<file path="config.mk">
export PLATFORM = sky130hd
export DESIGN_NAME = ysyx_24100012_lsu
export DESIGN_NICKNAME = d
export VERILOG_FILES = /design/src/rtl/ysyx_24100012_lsu.sv
export SDC_FILE = /design/constraint.sdc
export NUM_CORES = 1
export LEC_CHECK = 0
export ABC_CLOCK_PERIOD_IN_PS = 3050
export CORE_MARGIN = 5
export CORE_UTILIZATION = 45
export DETAILED_ROUTE_END_ITERATION = 7
export DONT_BUFFER_PORTS = 1
export PLACE_DENSITY = 0.65
export RECOVER_POWER = 100
export SLEW_MARGIN = 0
export SYNTH_ARGS = -nofsm -noshare
export SYNTH_HDL_FRONTEND = slang
export SYNTH_SLANG_ARGS = --single-unit
export TNS_END_PERCENT = 50
</file>
<file path="constraint.sdc">
create_clock -name clk -period 3.05 [get_ports clk]
set_input_delay 0.305 -clock clk [delete_from_list [all_inputs] [get_ports clk]]
set_output_delay 0.305 -clock clk [all_outputs]
set_load 0.1 [all_outputs]
</file>
<file path="src/rtl/ysyx_24100012_lsu.sv">
// ysyx_24100012_lsu -- load-store unit in front of the data RAM.
//
// Takes one load/store at a time from the EXU (req_* valid/ready), rejects
// misaligned, out-of-window and illegal-funct3 requests without touching the
// RAM, otherwise drives the RAM pins for 1+MEM_LATENCY cycles and returns the
// extended load data (or a store ack) on the resp_* valid/ready handshake.
//
// Ports:
//   clk, rst_n             clock (rising edge), async active-low reset
//   req_valid/req_ready    request handshake; req_wen, req_funct3, req_addr,
//                          req_wdata are sampled on the accept edge
//   resp_valid/resp_ready  response handshake; resp_rdata, resp_err
//   mem_wen, mem_length,   RAM write strobe, access length in bytes,
//   mem_addr, mem_wdata    shared read/write address, store data
//   mem_rdata              RAM read data, right-aligned
module ysyx_24100012_lsu #(
  parameter int                    ADDR_WIDTH  = 32,
  parameter int                    DATA_WIDTH  = 32,
  parameter logic [ADDR_WIDTH-1:0] ORIGIN_ADDR = 32'h8000_0000,
  parameter logic [ADDR_WIDTH-1:0] MEM_SIZE    = 32'h0800_0000,
  parameter int                    MEM_LATENCY = 0
) (
  input  logic                  clk,
  input  logic                  rst_n,
  input  logic                  req_valid,
  output logic                  req_ready,
  input  logic                  req_wen,
  input  logic [2:0]            req_funct3,
  input  logic [ADDR_WIDTH-1:0] req_addr,
  input  logic [DATA_WIDTH-1:0] req_wdata,
  output logic                  resp_valid,
  input  logic                  resp_ready,
  output logic [DATA_WIDTH-1:0] resp_rdata,
  output logic                  resp_err,
  output logic                  mem_wen,
  output logic [DATA_WIDTH-1:0] mem_length,
  output logic [ADDR_WIDTH-1:0] mem_addr,
  output logic [DATA_WIDTH-1:0] mem_wdata,
  input  logic [DATA_WIDTH-1:0] mem_rdata
);

  localparam logic [1:0] IDLE   = 2'd0;
  localparam logic [1:0] ACCESS = 2'd1;
  localparam logic [1:0] RESP   = 2'd2;

  localparam logic [3:0]            LAT_LAST = MEM_LATENCY[3:0];
  // One past the last legal byte, one bit wider so the sum cannot wrap.
  localparam logic [ADDR_WIDTH:0]   LIMIT    = {1'b0, ORIGIN_ADDR} + {1'b0, MEM_SIZE};
  localparam logic [DATA_WIDTH-1:0] LEN_IDLE = {{(DATA_WIDTH-3){1'b0}}, 3'd4};

  logic [1:0]            state_r;
  logic [3:0]            cnt_r;
  logic                  wen_r;
  logic [2:0]            funct3_r;
  logic                  resp_valid_r;
  logic                  resp_err_r;
  logic [DATA_WIDTH-1:0] resp_rdata_r;
  logic                  mem_wen_r;
  logic [DATA_WIDTH-1:0] mem_length_r;
  logic [ADDR_WIDTH-1:0] mem_addr_r;
  logic [DATA_WIDTH-1:0] mem_wdata_r;

  logic [2:0]            len_s;
  logic                  illegal_s;
  logic                  misalign_s;
  logic [ADDR_WIDTH:0]   end_s;
  logic                  err_s;

  // Sign/zero extension of the right-aligned RAM data according to funct3.
  function automatic logic [DATA_WIDTH-1:0] load_extend(input logic [2:0] f3,
                                                        input logic [DATA_WIDTH-1:0] d);
    logic [DATA_WIDTH-1:0] r;
    case (f3)
      3'b000:  r = {{(DATA_WIDTH-8){d[7]}}, d[7:0]};
      3'b001:  r = {{(DATA_WIDTH-16){d[15]}}, d[15:0]};
      3'b100:  r = {{(DATA_WIDTH-8){1'b0}}, d[7:0]};
      3'b101:  r = {{(DATA_WIDTH-16){1'b0}}, d[15:0]};
      default: r = d;
    endcase
    return r;
  endfunction

  // Decode length and error conditions of the incoming request.
  always_comb begin
    len_s      = 3'd4;
    illegal_s  = 1'b0;
    misalign_s = 1'b0;
    case (req_funct3[1:0])
      2'b00:   len_s = 3'd1;
      2'b01:   len_s = 3'd2;
      default: len_s = 3'd4;
    endcase
    case (req_funct3)
      3'b011, 3'b110, 3'b111: illegal_s = 1'b1;
      default:                illegal_s = req_wen & req_funct3[2];
    endcase
    if (req_funct3[1:0] == 2'b01) begin
      misalign_s = req_addr[0];
    end else if (req_funct3[1:0] == 2'b10) begin
      misalign_s = |req_addr[1:0];
    end else begin
      misalign_s = 1'b0;
    end
    end_s = {1'b0, req_addr} + {{(ADDR_WIDTH-2){1'b0}}, len_s};
    err_s = illegal_s | misalign_s | (req_addr < ORIGIN_ADDR) | (end_s > LIMIT);
  end

  // Request FSM; all outputs are registered, mem_* return to idle values on leaving ACCESS.
  always_ff @(posedge clk or negedge rst_n) begin
    if (!rst_n) begin
      state_r      <= IDLE;
      cnt_r        <= 4'd0;
      wen_r        <= 1'b0;
      funct3_r     <= 3'd0;
      resp_valid_r <= 1'b0;
      resp_err_r   <= 1'b0;
      resp_rdata_r <= {DATA_WIDTH{1'b0}};
      mem_wen_r    <= 1'b0;
      mem_length_r <= LEN_IDLE;
      mem_addr_r   <= ORIGIN_ADDR;
      mem_wdata_r  <= {DATA_WIDTH{1'b0}};
    end else begin
      case (state_r)
        IDLE: begin
          if (req_valid) begin
            wen_r    <= req_wen;
            funct3_r <= req_funct3;
            if (err_s) begin
              state_r      <= RESP;
              resp_valid_r <= 1'b1;
              resp_err_r   <= 1'b1;
              resp_rdata_r <= {DATA_WIDTH{1'b0}};
            end else begin
              state_r      <= ACCESS;
              cnt_r        <= 4'd0;
              mem_wen_r    <= req_wen;
              mem_length_r <= {{(DATA_WIDTH-3){1'b0}}, len_s};
              mem_addr_r   <= req_addr;
              mem_wdata_r  <= req_wen ? req_wdata : {DATA_WIDTH{1'b0}};
            end
          end
        end
        ACCESS: begin
          // The write strobe only lives in the first ACCESS cycle.
          mem_wen_r <= 1'b0;
          cnt_r     <= cnt_r + 4'd1;
          if (cnt_r == LAT_LAST) begin
            state_r      <= RESP;
            resp_valid_r <= 1'b1;
            resp_err_r   <= 1'b0;
            resp_rdata_r <= wen_r ? {DATA_WIDTH{1'b0}} : load_extend(funct3_r, mem_rdata);
            mem_length_r <= LEN_IDLE;
            mem_addr_r   <= ORIGIN_ADDR;
            mem_wdata_r  <= {DATA_WIDTH{1'b0}};
          end
        end
        RESP: begin
          if (resp_ready) begin
            state_r      <= IDLE;
            resp_valid_r <= 1'b0;
          end
        end
        default: begin
          state_r      <= IDLE;
          resp_valid_r <= 1'b0;
          mem_wen_r    <= 1'b0;
          mem_length_r <= LEN_IDLE;
          mem_addr_r   <= ORIGIN_ADDR;
          mem_wdata_r  <= {DATA_WIDTH{1'b0}};
        end
      endcase
    end
  end

  assign req_ready  = rst_n && (state_r == IDLE);
  assign resp_valid = resp_valid_r;
  assign resp_err   = resp_err_r;
  assign resp_rdata = resp_rdata_r;
  assign mem_wen    = mem_wen_r;
  assign mem_length = mem_length_r;
  assign mem_addr   = mem_addr_r;
  assign mem_wdata  = mem_wdata_r;

endmodule

</file>
# Word-level counts from Yosys, hierarchy flattened
# Index checks and enable logic that the tools add are counted.
# W data, S select, Z words.
[op_classes]
addsub = 2
magnitude_cmp = 2
eq_ne = 15
muxes = 41
n_bitwise = 5
n_reduce_logical = 15
[ops]
columns = ["operator", "n"]
rows = [
  ["$mux W32", 14],
  ["$pmux W32 S3", 3],
  ["$pmux W32 S4", 1],
  ["$pmux W32 S2", 1],
  ["$add A32 B3 Y33", 1],
  ["$gt A33 B32 Y1 const B", 1],
  ["$lt A32 B32 Y1 const B", 1],
  ["$eq A3 B3 Y1 const B", 4],
  ["$reduce_and A4 Y1", 3],
  ["$mux W1", 10],
  ["$ne A2 B2 Y1 const B", 5],
  ["$reduce_and A3 Y1", 3],
  ["$mux W2", 4],
  ["$mux W4", 2],
  ["$pmux W4 S2", 1],
  ["$pmux W2 S3", 1],
  ["$pmux W3 S2", 1],
  ["$add A4 B1 Y4 const B", 1],
  ["$eq A2 B1 Y1 const B", 2],
  ["$eq A2 B2 Y1 const B", 2],
  ["$logic_not A2 Y1", 2],
  ["$logic_not A4 Y1", 1],
  ["$pmux W1 S2", 2],
  ["$eq A3 B1 Y1 const B", 1],
  ["other kinds (11)", 13],
]
[word_totals]
reg_bits = 141
in_bits = 104
out_inout_bits = 132
elab_cells = 91

# Logic depth before layout (Yosys ltp)
[logic_depth]
word_depth = 9
ltp_mapped = 16
depth_no_buf = 13

# Worst setup path after synthesis
# Ideal clock, no wire load.
[synth_path]
kind = "input to register"
startpoint = "in req_funct3[0]"
endpoint = "reg state_r[0]"
setup_time_ns = 0.137
arrival_ns = 3.198
required_time_ns = 2.913
path_slack_ns = -0.285
stages = 15
path_buffers = 3
cell_sequence = "nor2_1 ha_1 inv_1 fa_1 nor2b_1 o21ai_2 or3_1 mux2_1 o2111a_1 and4_4 o211a_1 buf_6 buf_6 buf_6 o21bai_1"
[synth_between]
elab_chain_cells = 9
elab_cells_between_ends = 19
cone_classes = "1 x add/sub; 1 x order compare; 5 x eq/ne; 7 x mux; 3 x bitwise; 2 x reduce/logical"
[synth_rtl]
columns = ["element", "line", "rtl"]
rows = [
  ["start, declared", "28", "input logic [2:0] req_funct3,"],
  ["branches (longest 5 deep; another with $add A32 B3 Y33)", "--", ""],
  ["$or A1 B1 Y1 *", "105", "err_s = illegal_s | misalign_s | (req_addr < ORIGIN_ADDR) | (end_s > LIMIT);"],
  ["$mux W2 *", "128", "if (err_s) begin"],
  ["$mux W2 *", "125", "if (req_valid) begin"],
  ["$pmux W2 S3 *", "123", "case (state_r)"],
  ["end signal, assigned", "111", "state_r <= IDLE;"],
  ["end signal, assigned", "129", "state_r <= RESP;"],
  ["end signal, assigned", "134", "state_r <= ACCESS;"],
  ["end, declared", "51", "logic [1:0] state_r;"],
]
# Mark *: on every way between the ends. The select of a mux whose other input is x is not followed.
# A chain may end at the register's enable or synchronous reset.

# Worst setup path in the final report
[layout_path]
startpoint = "in req_funct3[1]"
endpoint = "reg resp_rdata_r[11], in the netlist resp_rdata[11]"
[layout_between]
elab_chain_cells = 8
elab_cells_between_ends = 18
cone_classes = "1 x add/sub; 1 x order compare; 6 x eq/ne; 4 x mux; 3 x bitwise; 3 x reduce/logical"
[layout_rtl]
columns = ["element", "line", "rtl"]
rows = [
  ["branches (longest 5 deep; another with $add A32 B3 Y33)", "--", ""],
  ["$or A1 B1 Y1 *", "105", ""],
  ["$ne A2 B2 Y1 (no line) *", "--", ""],
  ["$reduce_and A4 Y1 (no line) *", "--", ""],
  ["end signal, assigned", "117", "resp_rdata_r <= {DATA_WIDTH{1'b0}};"],
  ["end signal, assigned", "132", "resp_rdata_r <= {DATA_WIDTH{1'b0}};"],
  ["end signal, assigned", "151", "resp_rdata_r <= wen_r ? {DATA_WIDTH{1'b0}} : load_extend(funct3_r, mem_rdata);"],
  ["end, declared", "57", "logic [DATA_WIDTH-1:0] resp_rdata_r;"],
]
# Mark *: on every way between the ends.

==> impl_metrics.json <==
{
  "slew_headroom": -0.0001141,
  "syn_area_per_cell_um2": 10.13,
  "synth_seq_cells": 112,
  "worstHoldEndpoint": "mem_addr[22]",
  "grt_remaining_overflow": 0,
  "die_height_um": 122.1,
  "insertion_delay_ns": 0.35,
  "yosys.area.top_type": "dfrtp_1",
  "cts_buffers": 9,
  "hpwl_mm": 10.58,
  "netlist_top_cells_area": "dfrtp_1, a22o_1, nand2_1, buf_4, o21ai_0",
  "ys_warn_count": 0,
  "rrSetupSlack_ns": 0.97,
  "antenna_found_initial": 0,
  "die_area_um2": 14910,
  "synth_top_flop_cell": "dfrtp_1",
  "drt_wl_total_mm": 14.22,
  "synth-compound-area-share": 0.2051,
  "crit-reg2reg-capture": "resp_rdata[18]",
  "synth_mux_area_frac": 0.02213,
  "maxCapViolations": 0,
  "crit_slowest_cell": "or3_4",
  "final_util": 0.4978,
  "min_path_cells": 2,
  "grt_usage": 0.1898,
  "clock.fmax_ghz": 0.3441,
  "synth_simple_gate_area_frac": 0.1673,
  "drc_errors": 0,
  "rr_worst_depth": 8,
  "ys_seq_area_frac": 0.4961,
  "rows": 41,
  "htree_levels": 3,
  "synth_fa_ha_area_frac": 0.01461,
  "grt_max_degree": 113,
  "vdd_drop_max_mv": 0.6523,
  "fill_cells": 1171,
  "start_kind": "input pin",
  "cp_cell_sequence": "nor2_4 > ha_4 > inv_2 > fa_2 > nor2b_4 > o21ai_2 > or3_4 > mux2_4 > o2111a_1 > and4_4 > o21ai_4 > a21boi_4 > buf_12 > a22o_1",
  "postRouteAntennaNets": 0,
  "async_flop_share": 1.000,
  "finalMaxSlewViolations": 5,
  "grt_setup_unrepaired": "false",
  "nNetsFinal": 679,
  "synth.most_common_cell": "dfrtp_1",
  "crit_family": "compound AO/OA/AOI/OAI gates",
  "required_ns": 3.28,
  "firstDrtPassIters": 6,
  "synth_area_um2": 5654,
  "synthXorXnorAreaFrac": 0.01084,
  "crit_fanout": 22,
  "cts.path.max_buffers": 2,
  "place_congestion": 0.8688,
  "core_um2": 12470,
  "dp.cells": 727,
  "cp.buffers_inverters": 2,
  "cellPowerDensity_nw_per_um2": 958.0,
  "setup_violations": 0,
  "synth_top_area_share": 0.4868,
  "min_period_ns": 2.906,
  "r2r_start": "cnt_r[0]",
  "hold_path_class": "in2reg",
  "wl_per_cell_um": 19.06,
  "grt_pass1_wl_mm": 22.25,
  "dieWidth_um": 122.1,
  "antenna_cells": 0,
  "synth-edff-count": 0,
  "power.leakage_nw": 2.787,
  "synth_top_family_by_area": "compound AO/OA/AOI/OAI gates",
  "netlist_top_cells_count": "dfrtp_1, nand2_1, a22o_1, o21ai_0, buf_4",
  "instances_no_fill": 746,
  "finalClockSkew_ns": 0.01124,
  "clk_pin_slew_ns": 0.07,
  "synth.distinct_cells": 67,
  "first_global_vias": 4085,
  "timing.final.crit_share": 0.9527,
  "root_buffer": "clkbuf_16",
  "initial_core_util": 0.4536,
  "netlist_instances": 558,
  "io_pins": 236,
  "vias_per_cell": 5.635,
  "outcome": "finished with violations",
  "area_growth_pct": 9.759,
  "cts_tree": "done",
  "worst_pin_slew_ns": 1.500,
  "min-delay-start": "req_addr[22]",
  "arrival_ns": 3.14,
  "clkSinkCount": 112,
  "worst_path_largest_cell_delay_ns": 0.40,
  "drive_above_1_share": 0.1220,
  "drt_iter0_drc": 231,
  "violations": "slew limit",
  "hold_viol": 0,
  "cp-end-kind": "flip-flop",
  "port-buffer-count": 0,
  "num_vias": 4204,
  "worstSetupPathType": "in2reg"
}
==> metal layers <==
| layer | part of all wire | track usage | vias up |
|---|---|---|---|
| met5 | 0 | 0 | - |
| met4 | 0.016 | 0.07208 | 0 |
| met3 | 0.099 | 0.06267 | 15 |
| met2 | 0.46 | 0.2869 | 188 |
| met1 | 0.42 | 0.2543 | 2042 |
| li1 | - | - | 1959 |
==> metrics by stage <==
step                cell area, µm²  setup TNS, ns  hold slack, ns  setup WS (ns)  total power, W
floorplan                     5806         -8.830        0.009409        -0.1676        0.004626
global placement              5891         -25.76         0.01279        -0.3224        0.004774
CTS                           6218              0         0.05973        0.07660        0.006011
detailed placement            5891         -22.12         0.01292        -0.2832        0.004804
global route                  6206              0         0.06111       0.007120        0.006173
finish                        6206              0         0.07024         0.1442        0.005945
==> area by class of cell <==
type	instances	area [µm²]	area share
Sequential cell	112	2805	0.4520
Multi-Input combinational cell	397	2534	0.4083
Timing Repair Buffer	32	297.8	0.04798
Clock buffer	11	232.7	0.03750
Tap cell	172	215.2	0.03468
Inverter	17	63.81	0.01028
Clock inverter	5	57.56	0.009274
==> placed cells by master (no fill, tap or decap), types with 4 or more instances in the layout <==
cell type,netlist,final
dfrtp_1,110,110
nand2_1,84,84
a22o_1,52,52
o21ai_0,38,40
conb_1,1,29
nor2_1,27,26
buf_4,31,23
nor2b_1,19,18
inv_1,17,16
o2bb2ai_1,16,16
nand3_1,12,12
nor3_1,10,10
clkbuf_16,0,9
nand4_1,8,8
mux2i_1,8,8
o21ai_1,9,6
a21oi_1,5,5
nor3b_1,4,4
o21a_1,4,4
or3_1,5,4
xor2_1,4,4
ha_1,5,4
==> worst max-delay path by stage <==
stage,start,end,cells after the start
after CTS,req_funct3[1],mem_addr[15],14
after global placement,req_funct3[1],mem_addr[18],12
after global routing,req_funct3[0],resp_rdata[11],13
after detailed placement,req_funct3[1],mem_addr[15],14
final,req_funct3[1],resp_rdata[11],14
after floorplan,req_funct3[1],state_r[0],15
==> sequential cells by signal, summed over array words and instances (netlist names) <==
register / count
mem_wdata: 32
funct3_r: 3
wen_r: 1
mem_addr: 32
state_r: 2
resp_err: 1
mem_wen: 1
mem_length: 3
resp_valid: 1
cnt_r: 4
resp_rdata: 32
==> worst register-to-register path, delay by kind of cell (launching register included) <==
family / cells / cell delay (ns)
AOI/OAI and AO/OA: 2 / 0.74
adders and majority gates: 1 / 0.20
buffers and inverters: 2 / 0.25
DFF: 1 / 0.41
and+or+nand+nor: 3 / 0.32
==> cells by family (layout without fill, tap and decap cells) <==
group,after synthesis,count (layout)
AND/OR/NAND/NOR,192,192
AO/OA/AOI/OAI,151,151
flip-flops,112,112
buffers and inverters,77,65
multiplexers,12,12
XOR/XNOR,7,7
adder cells (fa/ha/maj),6,6
other,1,29
==> where the power goes <==
part           leakage, nW  total (W)  internal (W)  switching (W)
combinational         1.17   0.000771      0.000313       0.000458
sequential            1.49    0.00402       0.00175        0.00227
clock                0.132    0.00116      0.000636       0.000521
total                 2.79    0.00595       0.00270        0.00325
==> timing repair <==
| action | 4_1_cts | 5_1_grt |
|---|---|---|
| endpoints found under the setup margin | 0 | 41 |
| hold buffers | 2 | 0 |
| gates resized for setup | 0 | 2 |
| hold endpoints to repair | 112 | 0 |
| setup buffers | 0 | 1 |
Power figures use the tool's default switching activity.
